--- config.mk ---
export PLATFORM = sky130hd
export DESIGN_NAME = icache_refill_unit
export DESIGN_NICKNAME = d
export VERILOG_FILES = /design/src/rtl/icache_refill_unit.sv
export SDC_FILE = /design/constraint.sdc
export NUM_CORES = 1
export LEC_CHECK = 0
export CORE_MARGIN = 2
export CORE_UTILIZATION = 42
export CTS_BUF_LIST = sky130_fd_sc_hd__clkbuf_8
export DETAILED_ROUTE_END_ITERATION = 16
export PLACE_DENSITY = 0.78
export SETUP_SLACK_MARGIN = 0.1
export SLEW_MARGIN = 0
export SYNTH_ARGS = -nofsm -noshare
export SYNTH_HDL_FRONTEND = slang
export SYNTH_SLANG_ARGS = --single-unit
--- constraint.sdc ---
create_clock -name clk -period 6 [get_ports clk]
set_input_delay 1.2 -clock clk [delete_from_list [all_inputs] [get_ports clk]]
set_output_delay 1.2 -clock clk [all_outputs]
set_load 0.01 [all_outputs]
--- src/rtl/icache_refill_unit.sv ---
// icache_refill_unit: handles an instruction-cache line miss.
// For each miss it issues one 4-beat burst read, assembles the beats into a
// 128-bit line, writes that line and its tag in a single cycle, and returns
// the requested (critical) word to the fetch stage.
// Ports:
//   clk, reset                       clock, async active-high reset
//   miss_valid/miss_addr/miss_ready  miss request from the front end (ready only in IDLE)
//   rsp_valid/rsp_data/rsp_err       one-cycle completion pulse, critical word, error flag
//   rd_req_*                         burst read request (line-aligned address, len=3)
//   rd_data_valid/rd_data/last       returned read beats
//   ram_addr/ram_strobe/ram_wdata    data array line write
//   tag_we/tag_index/tag_value       tag array update
module icache_refill_unit #(
    parameter  int unsigned INDEX_BITS  = 6,
    localparam int unsigned OFFSET_BITS = 4,
    localparam int unsigned TAG_BITS    = 32 - INDEX_BITS - OFFSET_BITS
) (
    input  logic                  clk,
    input  logic                  reset,
    input  logic                  miss_valid,
    input  logic [31:0]           miss_addr,
    output logic                  miss_ready,
    output logic                  rsp_valid,
    output logic [31:0]           rsp_data,
    output logic                  rsp_err,
    output logic                  rd_req_valid,
    output logic [31:0]           rd_req_addr,
    output logic [7:0]            rd_req_len,
    input  logic                  rd_req_ready,
    input  logic                  rd_data_valid,
    input  logic [31:0]           rd_data,
    input  logic                  rd_data_last,
    output logic [INDEX_BITS-1:0] ram_addr,
    output logic [15:0]           ram_strobe,
    output logic [127:0]          ram_wdata,
    output logic                  tag_we,
    output logic [INDEX_BITS-1:0] tag_index,
    output logic [TAG_BITS-1:0]   tag_value
);

    typedef enum logic [2:0] {
        S_IDLE  = 3'd0,
        S_REQ   = 3'd1,
        S_FILL  = 3'd2,
        S_WRITE = 3'd3,
        S_DONE  = 3'd4
    } state_t;

    state_t         r_state;
    state_t         w_next;

    logic [31:2]    r_addr;     // byte-in-word bits are never needed
    logic [127:0]   r_line;
    logic [1:0]     r_cnt;
    logic [31:0]    r_crit;
    logic           r_err;
    logic           r_drain;    // overlong burst: swallow beats until last

    logic           w_miss_ready;
    logic           w_rd_req_valid;
    logic [15:0]    w_ram_strobe;
    logic           w_tag_we;
    logic           w_rsp_valid;
    logic           w_unused_lsb;

    assign w_unused_lsb = ^miss_addr[1:0];

    // State register
    always_ff @(posedge clk or posedge reset) begin
        if (reset) begin
            r_state <= S_IDLE;
        end else begin
            r_state <= w_next;
        end
    end

    // Next-state logic
    always_comb begin
        w_next = r_state;
        unique case (r_state)
            S_IDLE:  if (miss_valid) w_next = S_REQ;
            S_REQ:   if (rd_req_ready) w_next = S_FILL;
            S_FILL: begin
                // A full, well-formed burst ends exactly on beat 3 with last
                if (rd_data_valid && rd_data_last) begin
                    w_next = (r_drain || (r_cnt != 2'd3)) ? S_DONE : S_WRITE;
                end
            end
            S_WRITE: w_next = S_DONE;
            S_DONE:  w_next = S_IDLE;
            default: w_next = S_IDLE;
        endcase
    end

    // Output decode (Moore, from the state register)
    always_comb begin
        w_miss_ready   = 1'b0;
        w_rd_req_valid = 1'b0;
        w_ram_strobe   = 16'h0000;
        w_tag_we       = 1'b0;
        w_rsp_valid    = 1'b0;
        unique case (r_state)
            S_IDLE:  w_miss_ready = 1'b1;
            S_REQ:   w_rd_req_valid = 1'b1;
            S_FILL:  ;
            S_WRITE: begin
                w_ram_strobe = 16'hFFFF;
                w_tag_we     = 1'b1;
            end
            S_DONE:  w_rsp_valid = 1'b1;
            default: ;
        endcase
    end

    // Miss capture and line assembly
    always_ff @(posedge clk or posedge reset) begin
        if (reset) begin
            r_addr  <= '0;
            r_line  <= '0;
            r_cnt   <= 2'd0;
            r_crit  <= 32'd0;
            r_err   <= 1'b0;
            r_drain <= 1'b0;
        end else begin
            unique case (r_state)
                S_IDLE: begin
                    if (miss_valid) begin
                        r_addr  <= miss_addr[31:2];
                        r_line  <= '0;
                        r_cnt   <= 2'd0;
                        r_err   <= 1'b0;
                        r_drain <= 1'b0;
                    end
                end
                S_FILL: begin
                    if (rd_data_valid && !r_drain) begin
                        r_line[{r_cnt, 5'd0} +: 32] <= rd_data;
                        if (r_cnt == r_addr[3:2]) begin
                            r_crit <= rd_data;
                        end
                        if (rd_data_last) begin
                            if (r_cnt != 2'd3) begin
                                r_err <= 1'b1;
                            end
                        end else if (r_cnt == 2'd3) begin
                            r_err   <= 1'b1;
                            r_drain <= 1'b1;
                        end else begin
                            r_cnt <= r_cnt + 2'd1;
                        end
                    end
                end
                default: ;
            endcase
        end
    end

    assign miss_ready   = w_miss_ready;
    assign rd_req_valid = w_rd_req_valid;
    assign rd_req_addr  = {r_addr[31:OFFSET_BITS], OFFSET_BITS'(0)};
    assign rd_req_len   = 8'd3;
    assign rsp_valid    = w_rsp_valid;
    assign rsp_data     = r_crit;
    assign rsp_err      = w_rsp_valid & r_err;
    assign ram_addr     = r_addr[INDEX_BITS+OFFSET_BITS-1:OFFSET_BITS];
    assign ram_strobe   = w_ram_strobe;
    assign ram_wdata    = r_line;
    assign tag_we       = w_tag_we;
    assign tag_index    = r_addr[INDEX_BITS+OFFSET_BITS-1:OFFSET_BITS];
    assign tag_value    = r_addr[31:INDEX_BITS+OFFSET_BITS];

endmodule

==> results of run 1 <==
[layout by cell type, fill, tap and decap left out, types with 3 or more instances in the layout]
cell,n
clkinv_8,3
mux2_2,31
clkbuf_8,18
buf_4,13
dfrtp_1,197
nor3b_1,3
nand3b_1,4
o2111ai_1,32
conb_1,12
nor2b_1,5
clkinvlp_4,3
o31ai_1,96
o21ai_0,34
a31oi_4,3
nor3_1,3
inv_1,69
inv_8,3
clkdlybuf4s50_1,310
a21oi_1,3
nand2_1,93
o211ai_1,99
ha_1,6
[flip-flops by register name (all words and copies together), names as in the netlist]
register	flops
r_drain	1
rsp_data	32
r_cnt	2
r_addr	30
r_state	3
r_err	1
ram_wdata	128
[critical path, delay by kind of cell (launching register included)]
family        cells  cell delay, ns
buf+inv           3            0.97
flops             1            0.70
simple gates      1            0.21
[final cells by class]
cell class                      instances  area share [%]
Clock buffer                           18            2.01
Sequential cell                       197            40.0
Timing Repair Buffer                  324            26.1
Clock inverter                         14            1.15
Multi-Input combinational cell        449            25.8
Tap cell                              280            2.84
Inverter                               69            2.13
[per-layer routing]
layer / vias up / track usage, % / part of all wire [%]
li1: 3389 / - / -
met2: 349 / 39.9 / 47
met3: 49 / 6.57 / 7.6
met1: 3714 / 30.9 / 42
met5: - / 0 / 0
met4: 0 / 8.95 / 3.1
[stage by stage]
stage / instances / util (%) / area (sq um)
after floorplan: 884 / - / 9270
after global placement: 1319 / 55.0 / 11900
after detailed placement: 1319 / 55.0 / 11900
after CTS: 1351 / 56.8 / 12300
after global routing: 1351 / 56.8 / 12300
final: 1351 / 56.8 / 12300
[cell families (layout without fill, tap and decap cells)]
family                     count (synthesis)  after routing  synth area share [%]
DFF                                      197            197                  53.4
muxes                                     33             33                  4.03
AOI/OAI and AO/OA                        272            272                  21.5
adders and majority gates                  6              6                 0.813
other                                      2             12                0.0814
and+or+nand+nor                          124            124                  6.32
buffers and inverters                    238            425                  13.6
xor gates and xnor gates                   2              2                 0.190
[where the power goes]
part           internal, W  total (W)  switching [W]  leakage [nW]
registers          0.00162    0.00184       0.000224          2.64
logic             0.000983    0.00207        0.00109          2.36
clock network     0.000318   0.000847       0.000529         0.195
[worst min path at each step]
| stage | cells after the start | endpoint | slack (ns) | start |
|---|---|---|---|---|
| after floorplan | 2 | r_addr[2] | 0.47 | r_addr[2] |
| after global placement | 1 | rsp_data[12] | 0.48 | rsp_data[12] |
| after detailed placement | 1 | rsp_data[12] | 0.49 | rsp_data[12] |
| after CTS | 1 | rsp_data[12] | 0.51 | rsp_data[12] |
| after global routing | 2 | r_addr[21] | 0.53 | r_addr[21] |
| final | 2 | r_addr[22] | 0.51 | r_addr[22] |
==> metrics, run 1 <==
clock slew at reported path FFs 0.10 ns; fin nets about 1100; drt wl/cell about 21 microns; syn_area_per_cell between 10 and 15 sq um; period utilization 59.0%; ys flop type dfrtp_1; postcts setup bufs 0; Pwr per Cell Area 386 nW/um^2; Die ar. about 23000 sq um; P_leak 5.20 nW; final hold vios 0; crit path launch r_state[0]; DRT Pass-1 Iters 4; antenna viol nets, final 0; CTS H-tree lvls 4; outcome finished clean; CP cell instances inv_1, nor3b_1, buf_4, clkdlybuf4s50_1; Worst R2R Start r_state[1]; R2R Path End ram_wdata[28]; FF-to-FF setup slack about 3.0 ns; Mapped Area 9230 sq um; Worst setup SP type register; Remaining Overflow, GRT 0; Worst VDD drop 0.213 mV; Worst EP required 4.80 ns; Vias/cell 5.55; final critical-path required period 3.54 ns; worst hold slack ~0.51 ns; Distinct cells, synth 38; CTS tree done; multi-input logic area ~3200 sq um; fill count 1857; worst slew pin tran about 1.3 ns; Initial Util 42.6%; cells resized by post-CTS repair 0; CTS Hold Bufs 0; Setup TNS 0 ns; top cells by area, synth dfrtp_1 53%, o211ai_1 8.1%, o31ai_1 7.8%; Yosys top cell area share between 50 and 60%; pre-CTS WS 2.01 ns; Rows 54; WP data arrival 2.34 ns; RSZ-0062 raised after global routing no; Worst setup endpoint ram_strobe[1]; Worst Setup Path Type reg2out; post-synthesis async set-or-reset flop share 100%; Yosys reg bits about 200; first-pass GRT wire length 44700 microns; initial antenna violation count 0; Final Worst Setup Slack 2.46 ns; IO buf count 310; vias in the first global route ~7700; CP Capture Type output pin; Reg area 4930 sq um; CP max-delay cell dfrtp_1; count leader, synth dfrtp_1; # clock sinks 197; HPWL Detailed 18700 microns; Synth Instances 874; IO Count around 330; worst skew pair latency ~0.47 ns; crit path max fanout 17; Overall Power about 0.0048 W; total global routing track utilization between 20 and 25%; Remaining DRCs 0; sequential-to-total area share from yosys stat 53.4%; Peak Freq 282 MHz; Worst R2R Path Depth 4; Num CTS Buffers 17; Die Height 152 microns; Core Region 21700 sq um; root cell of the clock tree clkbuf_8; Worst Skew roughly 0.029 ns; final WL around 28000 microns; top post-synthesis cells by count 197 x dfrtp_1, 99 x o211ai_1, 96 x o31ai_1; Slew HR 16.3%; CP peak stage delay 0.70 ns; Yosys warnings 0; final slew viol count 0; share of layout cells above drive strength 1 8.22%; routability congestion estimate 0.794; # Max-Cap Violations 0; via count between 7000 and 8000; EDFF count, synth 0; diodes inserted 0; Clock Tree Buf Depth 2; largest net degree at the start of global routing 110; Area growth, synth to finish 33.5%; HP Class reg2reg; Initial DRC Count 607; Chip Width roughly 150 microns; setup violators final 0; area leader, netlist dfrtp_1
No activity file was read; power rests on OpenSTA's default activity.
==> run 2: changes to the inputs <==
Clock period 6 ns to 2.95 ns, I/O delays scaled along.
==> run 2 against run 1 <==
Net effect: design area increased by 2.2%; setup slack lost 2.1 ns; clock power increased by 120%; flip-flop and latch count is the same; critical path depth decreased by 1; largest cell class unchanged; largest power group unchanged; highest routed layer unchanged.
==> metrics, run 2 (synthesis gave the netlist of run 1 again) <==
outcome finished clean; IO buf count 310 (unchanged); Worst Skew 0.0211 ns (-0.00779 ns); Chip Width 152 microns (unchanged); RSZ-0062 raised after global routing no; Clk pwr share 18.7% (+0.9 points); antenna viol nets, final 0 (unchanged); first-pass GRT wire length 44300 microns (-1.0%); Remaining Overflow, GRT 0 (unchanged); Reg power frac 37.3% (-1.4 points); crit path max fanout 17 (unchanged); CTS tree done; final critical-path required period 2.61 ns; largest net degree at the start of global routing 128 (+16%); clock slew at reported path FFs 0.12 ns (+0.02 ns); root cell of the clock tree clkbuf_8; Core Region 21700 sq um (unchanged); HP Class in2async; max reg flops 128 (unchanged); Worst VDD drop 0.409 mV (+92%); HPWL Detailed 19400 microns (+4.2%); setup violators final 0 (unchanged); sw frac 38.0% (-0.65 points); CTS Hold Bufs 0 (unchanged); commonest non-fill, non-tap cell in the layout clkdlybuf4s50_1; # Max-Cap Violations 0 (unchanged); share of layout cells above drive strength 1 10.0% (+1.8 points); Overall Power 0.00997 W (+110%); Remaining DRCs 0 (unchanged); Area growth, synth to finish 36.5%; period utilization between 80% and 90%; most used cells in the layout excluding fill and tap cells 310 x clkdlybuf4s50_1, 195 x dfrtp_1, 99 x o211ai_1; P_leak 5.33 nW (+2.6%); worst slew pin tran 1.14 ns (-0.112 ns); initial antenna violation count 0 (unchanged); diodes inserted 0 (unchanged); Worst EP required 2.36 ns (-2.44 ns); Vias/cell 5.54 (-0.14%); combinational share of power 44.0% (+0.5 points); DRT Pass-1 Iters 5 (+1); vias in the first global route 7579 (-1.3%); routability congestion estimate 0.776 (-2.3%); Rows 54 (unchanged); Initial Util 42.6% (unchanged); worst skew pair latency 0.47 ns (about the same); IO Count 325 (unchanged); Worst setup SP type register; final hold vios 0 (unchanged); via count 7590 (+1.2%); drt wl/cell 20.6 microns (-0.75%); Internal 0.00618 W (+110%); Sw Pwr 0.00379 W (+110%); # clock sinks 197 (unchanged); final slew viol count 0 (unchanged); WP data arrival 2.02 ns (-0.32 ns); Die Height 152 microns (unchanged); CTS H-tree lvls 4 (unchanged); fin nets 1152 (+1.6%); Num CTS Buffers 17 (unchanged); Setup TNS 0 ns (unchanged); total global routing track utilization 24.1% (-0.17 points); Die ar. 23200 sq um (unchanged); Worst Setup Path Type reg2out; Clock Tree Buf Depth 2 (unchanged); Peak Freq 383 MHz; final WL 28300 microns (+0.57%); Slew HR 23.8% (+7.5 points); Pwr per Cell Area 792 nW/um^2 (+110%); CP Capture Type output pin; Initial DRC Count 574 (-5.4%)
-- run 2: path summary, 6_finish.rpt --
check                        startpoint        endpoint  slack, ns  cells after the start
min reg2reg                rsp_data[12]    rsp_data[12]       0.50                      1
min                               reset    rsp_data[26]       0.44                      2
max                          r_state[1]  ram_strobe[10]       0.34                      3
max reg2reg                  r_state[0]   ram_wdata[19]       0.64                      6
min in group clk           rsp_data[12]    rsp_data[12]       0.50                      1
max in group asynchronous         reset   ram_wdata[40]       1.78                      3
-- run 2: routing by layer --
layer	vias to the layer above	GRT usage (%)	routed length, microns
met5	-	0	0
met4	0	8.54	759
met3	51	6.54	2110
met2	321	39.9	13900
met1	3781	30.6	11500
li1	3437	-	-
-- run 2: layout make-up --
| cell class | instances | area, sq um |
|---|---|---|
| clock inverters | 14 | 189 |
| flip-flops and latches | 197 | 4930 |
| well taps | 280 | 350 |
| repair buffers | 342 | 3440 |
| inverters | 69 | 263 |
| clock buffers | 18 | 248 |
| fillers | 1821 | 9090 |
| multi-input cells | 449 | 3170 |
-- run 2: repair_timing --
action	in CTS	in global routing
buffers inserted	0	0
resized for setup	0	2
setup endpoints to repair	0	18
-- run 2: through the flow --
stage	utilization, %	worst slack (ns)	instance area [sq um]	cells	hold slack (ns)
after floorplan	-	-0.186	9270	884	0.467
after global placement	56.1	0.271	12200	1337	0.475
after detailed placement	56.1	0.225	12200	1337	0.485
after CTS	58.1	0.149	12600	1369	0.411
after global routing	58.1	0.165	12600	1369	0.423
final	58.1	0.337	12600	1369	0.436
-- run 2: power groups by stage --
stage | sequential, W | clock, W | combinational, W
floorplan | 0.00384 | 0 | 0.00242
global placement | 0.00375 | 0 | 0.00434
CTS | 0.00373 | 0.00192 | 0.00442
global route | 0.00381 | 0.00203 | 0.00468
detailed placement | 0.00377 | 0 | 0.00441
finish | 0.00372 | 0.00186 | 0.00439
-- run 2: critical path, stage by stage, from the launching register on --
cell and delay (ns):
dfrtp_2 0.55, nor3b_1 0.22, buf_4 0.22, clkdlybuf4s50_1 0.56
